`src/rtl/aes_key_pkg.sv`:
```
// Shared AES-128 key-schedule definitions: S-box, round constants, FSM states.
// Latency: n/a (constants and pure functions only).
// Backpressure: n/a.
package aes_key_pkg;

    localparam int NR    = 10;   // AES-128 rounds
    localparam int NK    = 4;    // 32-bit words per cipher key
    localparam int KEY_W = 128;  // cipher key / round key width

    typedef enum logic {
        IDLE   = 1'b0,
        EXPAND = 1'b1
    } state_e;

    // FIPS-197 forward S-box, indexed by input byte.
    localparam logic [7:0] SBOX [256] = '{
        8'h63, 8'h7c, 8'h77, 8'h7b, 8'hf2, 8'h6b, 8'h6f, 8'hc5, 8'h30, 8'h01, 8'h67, 8'h2b, 8'hfe, 8'hd7, 8'hab, 8'h76,
        8'hca, 8'h82, 8'hc9, 8'h7d, 8'hfa, 8'h59, 8'h47, 8'hf0, 8'had, 8'hd4, 8'ha2, 8'haf, 8'h9c, 8'ha4, 8'h72, 8'hc0,
        8'hb7, 8'hfd, 8'h93, 8'h26, 8'h36, 8'h3f, 8'hf7, 8'hcc, 8'h34, 8'ha5, 8'he5, 8'hf1, 8'h71, 8'hd8, 8'h31, 8'h15,
        8'h04, 8'hc7, 8'h23, 8'hc3, 8'h18, 8'h96, 8'h05, 8'h9a, 8'h07, 8'h12, 8'h80, 8'he2, 8'heb, 8'h27, 8'hb2, 8'h75,
        8'h09, 8'h83, 8'h2c, 8'h1a, 8'h1b, 8'h6e, 8'h5a, 8'ha0, 8'h52, 8'h3b, 8'hd6, 8'hb3, 8'h29, 8'he3, 8'h2f, 8'h84,
        8'h53, 8'hd1, 8'h00, 8'hed, 8'h20, 8'hfc, 8'hb1, 8'h5b, 8'h6a, 8'hcb, 8'hbe, 8'h39, 8'h4a, 8'h4c, 8'h58, 8'hcf,
        8'hd0, 8'hef, 8'haa, 8'hfb, 8'h43, 8'h4d, 8'h33, 8'h85, 8'h45, 8'hf9, 8'h02, 8'h7f, 8'h50, 8'h3c, 8'h9f, 8'ha8,
        8'h51, 8'ha3, 8'h40, 8'h8f, 8'h92, 8'h9d, 8'h38, 8'hf5, 8'hbc, 8'hb6, 8'hda, 8'h21, 8'h10, 8'hff, 8'hf3, 8'hd2,
        8'hcd, 8'h0c, 8'h13, 8'hec, 8'h5f, 8'h97, 8'h44, 8'h17, 8'hc4, 8'ha7, 8'h7e, 8'h3d, 8'h64, 8'h5d, 8'h19, 8'h73,
        8'h60, 8'h81, 8'h4f, 8'hdc, 8'h22, 8'h2a, 8'h90, 8'h88, 8'h46, 8'hee, 8'hb8, 8'h14, 8'hde, 8'h5e, 8'h0b, 8'hdb,
        8'he0, 8'h32, 8'h3a, 8'h0a, 8'h49, 8'h06, 8'h24, 8'h5c, 8'hc2, 8'hd3, 8'hac, 8'h62, 8'h91, 8'h95, 8'he4, 8'h79,
        8'he7, 8'hc8, 8'h37, 8'h6d, 8'h8d, 8'hd5, 8'h4e, 8'ha9, 8'h6c, 8'h56, 8'hf4, 8'hea, 8'h65, 8'h7a, 8'hae, 8'h08,
        8'hba, 8'h78, 8'h25, 8'h2e, 8'h1c, 8'ha6, 8'hb4, 8'hc6, 8'he8, 8'hdd, 8'h74, 8'h1f, 8'h4b, 8'hbd, 8'h8b, 8'h8a,
        8'h70, 8'h3e, 8'hb5, 8'h66, 8'h48, 8'h03, 8'hf6, 8'h0e, 8'h61, 8'h35, 8'h57, 8'hb9, 8'h86, 8'hc1, 8'h1d, 8'h9e,
        8'he1, 8'hf8, 8'h98, 8'h11, 8'h69, 8'hd9, 8'h8e, 8'h94, 8'h9b, 8'h1e, 8'h87, 8'he9, 8'hce, 8'h55, 8'h28, 8'hdf,
        8'h8c, 8'ha1, 8'h89, 8'h0d, 8'hbf, 8'he6, 8'h42, 8'h68, 8'h41, 8'h99, 8'h2d, 8'h0f, 8'hb0, 8'h54, 8'hbb, 8'h16
    };

    // Multiply by x in GF(2^8); walks the round constant 01,02,..,80,1B,36.
    function automatic logic [7:0] xtime(input logic [7:0] b);
        return {b[6:0], 1'b0} ^ (b[7] ? 8'h1b : 8'h00);
    endfunction

endpackage

```
`src/rtl/key_expansion_seq_sub_word.sv`:
```
// SubWord: four parallel S-box lookups on a 32-bit word.
// Latency: combinational, 0 cycles.
// Backpressure: none (pure function of the input).
// Ports: word_i - input word; word_o - byte-wise substituted word.
module sub_word
    import aes_key_pkg::*;
(
    input  logic [31:0] word_i,
    output logic [31:0] word_o
);

    assign word_o = {SBOX[word_i[31:24]], SBOX[word_i[23:16]],
                     SBOX[word_i[15:8]],  SBOX[word_i[7:0]]};

endmodule

```
`src/rtl/key_expansion_seq.sv`:
```
// Iterative AES-128 key schedule: one round key per clock into an 11-slot store.
// Latency: start to done is 10 cycles; k0 valid 1 cycle after start edge, k1 after 2.
// Backpressure: none; start is ignored while busy, accepted whenever IDLE.
// Ports: clk, asy_reset (async active-high), start/key_in request, rd_idx select;
//        busy, done pulse, keys_valid, k0/k1 direct slots, rd_key indexed read.
// Optional: define KEY_EXP_ZEROIZE_EN to add a synchronous zeroize input that
//           clears all key material and returns to IDLE (priority over start).
module key_expansion_seq
    import aes_key_pkg::*;
(
    input  logic             clk,
    input  logic             asy_reset,
`ifdef KEY_EXP_ZEROIZE_EN
    input  logic             zeroize,
`endif
    input  logic             start,
    input  logic [KEY_W-1:0] key_in,
    input  logic [3:0]       rd_idx,
    output logic             busy,
    output logic             done,
    output logic             keys_valid,
    output logic [KEY_W-1:0] k0,
    output logic [KEY_W-1:0] k1,
    output logic [KEY_W-1:0] rd_key
);

    state_e           state_q, state_d;
    logic [3:0]       rnd_q, rnd_d;
    logic [7:0]       rcon_q, rcon_d;
    logic             done_q, done_d;
    logic             keys_valid_q, keys_valid_d;
    logic [KEY_W-1:0] slot_q [NR+1];
    logic [KEY_W-1:0] slot_d [NR+1];

    logic [KEY_W-1:0] prev_key;
    logic [KEY_W-1:0] next_key;
    logic [31:0]      rot_word;
    logic [31:0]      sub_out;
    logic [31:0]      temp;
    logic [31:0]      nw0, nw1, nw2, nw3;

    // Round rnd_q derives its key from the slot written on the previous edge.
    always_comb begin
        prev_key = '0;
        for (int i = 0; i < NR; i++) begin
            if (rnd_q == 4'(i + 1)) prev_key = slot_q[i];
        end
    end

    assign rot_word = {prev_key[23:0], prev_key[31:24]};

    sub_word u_sub_word (
        .word_i (rot_word),
        .word_o (sub_out)
    );

    assign temp     = sub_out ^ {rcon_q, 24'h0};
    assign nw0      = prev_key[127:96] ^ temp;
    assign nw1      = prev_key[95:64]  ^ nw0;
    assign nw2      = prev_key[63:32]  ^ nw1;
    assign nw3      = prev_key[31:0]   ^ nw2;
    assign next_key = {nw0, nw1, nw2, nw3};

    always_comb begin
        state_d      = state_q;
        rnd_d        = rnd_q;
        rcon_d       = rcon_q;
        done_d       = 1'b0;
        keys_valid_d = keys_valid_q;
        slot_d       = slot_q;

        case (state_q)
            IDLE: begin
                if (start) begin
                    slot_d[0]    = key_in;
                    rnd_d        = 4'd1;
                    rcon_d       = 8'h01;
                    keys_valid_d = 1'b0;
                    state_d      = EXPAND;
                end
            end
            EXPAND: begin
                for (int i = 1; i <= NR; i++) begin
                    if (rnd_q == 4'(i)) slot_d[i] = next_key;
                end
                rcon_d = xtime(rcon_q);
                rnd_d  = rnd_q + 4'd1;
                if (rnd_q == 4'(NR)) begin
                    state_d      = IDLE;
                    rnd_d        = 4'd0;
                    done_d       = 1'b1;
                    keys_valid_d = 1'b1;
                end
            end
            default: state_d = IDLE;
        endcase

`ifdef KEY_EXP_ZEROIZE_EN
        // Evaluated last so it overrides start and any in-flight round.
        if (zeroize) begin
            for (int i = 0; i <= NR; i++) slot_d[i] = '0;
            state_d      = IDLE;
            rnd_d        = 4'd0;
            rcon_d       = 8'h00;
            done_d       = 1'b0;
            keys_valid_d = 1'b0;
        end
`endif
    end

    always_ff @(posedge clk or posedge asy_reset) begin
        if (asy_reset) begin
            state_q      <= IDLE;
            rnd_q        <= 4'd0;
            rcon_q       <= 8'h00;
            done_q       <= 1'b0;
            keys_valid_q <= 1'b0;
            for (int i = 0; i <= NR; i++) slot_q[i] <= '0;
        end else begin
            state_q      <= state_d;
            rnd_q        <= rnd_d;
            rcon_q       <= rcon_d;
            done_q       <= done_d;
            keys_valid_q <= keys_valid_d;
            for (int i = 0; i <= NR; i++) slot_q[i] <= slot_d[i];
        end
    end

    // Out-of-range indices 11..15 read as zero.
    always_comb begin
        rd_key = '0;
        for (int i = 0; i <= NR; i++) begin
            if (rd_idx == 4'(i)) rd_key = slot_q[i];
        end
    end

    assign busy       = (state_q == EXPAND);
    assign done       = done_q;
    assign keys_valid = keys_valid_q;
    assign k0         = slot_q[0];
    assign k1         = slot_q[1];

endmodule

```
`config.mk`:
```
export PLATFORM = sky130hd
export DESIGN_NAME = key_expansion_seq
export DESIGN_NICKNAME = d
export VERILOG_FILES = /design/src/rtl/aes_key_pkg.sv /design/src/rtl/key_expansion_seq_sub_word.sv /design/src/rtl/key_expansion_seq.sv
export SDC_FILE = /design/constraint.sdc
export NUM_CORES = 2
export LEC_CHECK = 0
export ABC_AREA = 1
export CAP_MARGIN = 10
export CORE_ASPECT_RATIO = 1.2
export CORE_MARGIN = 1
export CORE_UTILIZATION = 35
export DETAILED_ROUTE_END_ITERATION = 10
export DONT_BUFFER_PORTS = 1
export SLEW_MARGIN = 40
export SYNTH_ARGS = -nofsm -noshare
export SYNTH_HDL_FRONTEND = slang
export SYNTH_SLANG_ARGS = --single-unit
```
`constraint.sdc`:
```
create_clock -name clk -period 106 [get_ports clk]
set_input_delay 15.9 -clock clk [delete_from_list [all_inputs] [get_ports clk]]
set_output_delay 15.9 -clock clk [all_outputs]
set_load 0.01 [all_outputs]
```
==> results.cfg <==
[floorplanning]
pin_count = 522
chipHeight_um = 551
die-area_um2 = 253000
core-area_um2 = 250000
start_util = 0.352
die_w_um = 459
row_count = 201

[timing]
finClkSkew_ps = 58.9
finalHoldViolations = 0
tightest_slew_ps = 993
max_freq_mhz = 27.8
fin_crit_ps = 35920
final_max_slew_viol_count = 0
min_period_over_period = 0.339
setup_viol = 0
grt_setup_unrepaired = no
setup_ws_ps = 70080
slew_headroom = 0.338
tns_ps = 0

[placed_design]
placement.setup.worst_slack_ps = 70320
dpl-instance-area_um2 = 88300
dp_cells = 14753
gp_congestion = 1.08
io_buffer_count = 0
dp_hpwl_mm = 330

[yosys]
yosys-top-cells-area = dfrtp_1 (41%), nand2_1 (16%), nand3_1 (11%), o21ai_0 (5.7%), inv_1 (3.4%)
synth.distinct_cells = 62
syn_nets = 12519
synthCells = 12329
synth_ff_type = dfrtp_1
synth_area_per_cell_um2 = 7.12
syn_area_um2 = 87800
yosys_register_bits = 1423
synth.top_cell.area_share = 0.406
yosysSeqAreaShare = 0.406
synth_top_cell_by_area = dfrtp_1
async_flop_share = 1.00
synth_edf_count = 0
yosys_warnings = 0

[drt]
wl_per_cell_um = 32.2
ant_nets = 0
vias = 92875
drc = 0
routed_via_density = 6.16
drt_wl_total_mm = 485
drt_iter0_drc = 14200
dr.pass1.iters = 9

[critical_path]
crit_start = rd_idx[1]
r2r_cells = 26
crit_fanout = 37
worstReg2RegStart = rnd_q[0]
cp.required_ps = 90100
start_kind = input pin
r2r-end = slot_q[662]
end_kind = output port
crit_type = input pin to output port
r2r_slack_ps = 97050
worstSetupEndpoint = rd_key[43]
critPathArrivalTime_ps = 20020

[cts]
clock_sinks = 1423
insertion_delay_ps = 890
cts_root_buf = clkbuf_16
path_clk_slew_ps = 60
ctsHoldBuffers = 0
clock_tree.buffer_depth = 4
cts_setup_buffers = 0
cts_tree = done
cts_buffers = 168
cts_htree_levels = 4
postCtsResizedCells = 0

[final_layout]
stdcell_count = 15070
syn_to_final_growth_pct = 7.26
fin_area_um2 = 94200
drive_gt1_frac = 0.0741
nFillCells = 26459
fin_nets = 11773

[run_status]
status = finished, final reports clean

[global_route]
grt_pass1_vias = 85696
grt_overflow_total = 0
grt_pass1_wl_mm = 672
grt_antenna_before_repair = 23
grt_max_degree = 128
grt_use_total = 0.372

[min_path]
min_path_type = flip-flop to flip-flop

[job]
maxCapViolCount = 0
[cell usage after synthesis, drive strengths merged (28+ instances only)]
| cell | number |
|---|---|
| o21ai | 1237 |
| dfrtp | 1423 |
| inv | 830 |
| a22oi | 28 |
| o211ai | 68 |
| nor2 | 490 |
| clkbuf | 542 |
| nand4 | 245 |
| ha | 55 |
| o22ai | 261 |
| a221oi | 142 |
| nand2 | 3896 |
| buf | 618 |
| nand3 | 1979 |
| o2111ai | 73 |
| or2 | 34 |
| a21oi | 216 |
[critical path, stage by stage]
cell and delay (ps):
inv_1 50, nand2_1 210, inv_2 300, nand2_4 510, buf_4 780, buf_4 720, o22ai_1 140, a21oi_1 150
o221ai_1 120, a2111oi_0 440, o2111ai_1 570
[registers in the layout, indices dropped and copies added (netlist names)]
| signal | count |
|---|---|
| busy | 1 |
| k0 | 128 |
| rnd_q | 4 |
| rcon_q | 8 |
| keys_valid | 1 |
| done | 1 |
| slot_q | 1152 |
| k1 | 128 |
[cells by family after synthesis]
family	share of synthesized area
buf+inv	0.107
xor+xnor	0.000698
flops	0.406
compound gates	0.143
simple gates	0.336
fa+ha+maj	0.00784
[placed cells by master (no fill, tap or decap), types with 15 or more instances in the layout]
master,count
a2111oi_0,26
a211oi_1,17
a21oi_1,214
a221oi_1,142
a22oi_1,26
buf_4,188
buf_6,29
bufinv_16,17
clkbuf_1,34
clkbuf_16,170
clkbuf_8,32
clkinv_2,21
dfrtp_1,1423
diode_2,18
ha_1,55
inv_1,781
inv_2,32
inv_6,15
nand2_1,3789
nand2_2,76
nand2_4,29
nand3_1,1906
nand3_2,65
nand3b_1,15
nand4_1,234
nor2_1,441
nor2_4,39
nor3_1,26
nor4_1,15
o2111ai_1,70
o211ai_1,68
o21ai_0,1004
o21ai_1,203
o21ai_2,30
o221ai_1,20
o22ai_1,255
or2_2,22
[how the worst min path moves through the flow]
stage	from	end	slack [ps]	cells after the start
detailed placement	slot_q[263]	slot_q[263]	470	2
finish	slot_q[20]	slot_q[20]	480	2
global placement	slot_q[539]	slot_q[539]	460	2
floorplan	slot_q[264]	slot_q[264]	450	2
global route	slot_q[720]	slot_q[720]	500	2
CTS	slot_q[263]	slot_q[263]	480	2
[metrics by stage]
stage / util / hold slack (ps)
final: 0.377 / 482
after global routing: 0.377 / 496
after CTS: 0.376 / 481
after detailed placement: 0.354 / 466
after global placement: 0.352 / 463
after floorplan: - / 449
[area by class of cell]
class / instances / area, um2 / area share
Multi-Input combinational cell: 8904 / 43200 / 0.459
Sequential cell: 1423 / 35600 / 0.378
Clock buffer: 236 / 4820 / 0.0512
Tap cell: 3349 / 4190 / 0.0445
Inverter: 842 / 3250 / 0.0345
Timing Repair Buffer: 244 / 2260 / 0.0240
Clock inverter: 54 / 783 / 0.00832
Antenna cell: 18 / 45.0 / 0.000478
[per-layer routing]
layer  track usage  vias up  part of all wire
met5             0        -          0.000076
met4         0.316        6              0.10
met3         0.122     1788              0.13
met2         0.536     6669              0.41
met1         0.447    44739              0.36
li1              -    39673                 -
Power is not shown: default switching activity piles up to over one toggle a cycle in this logic, so the estimate is an artifact.
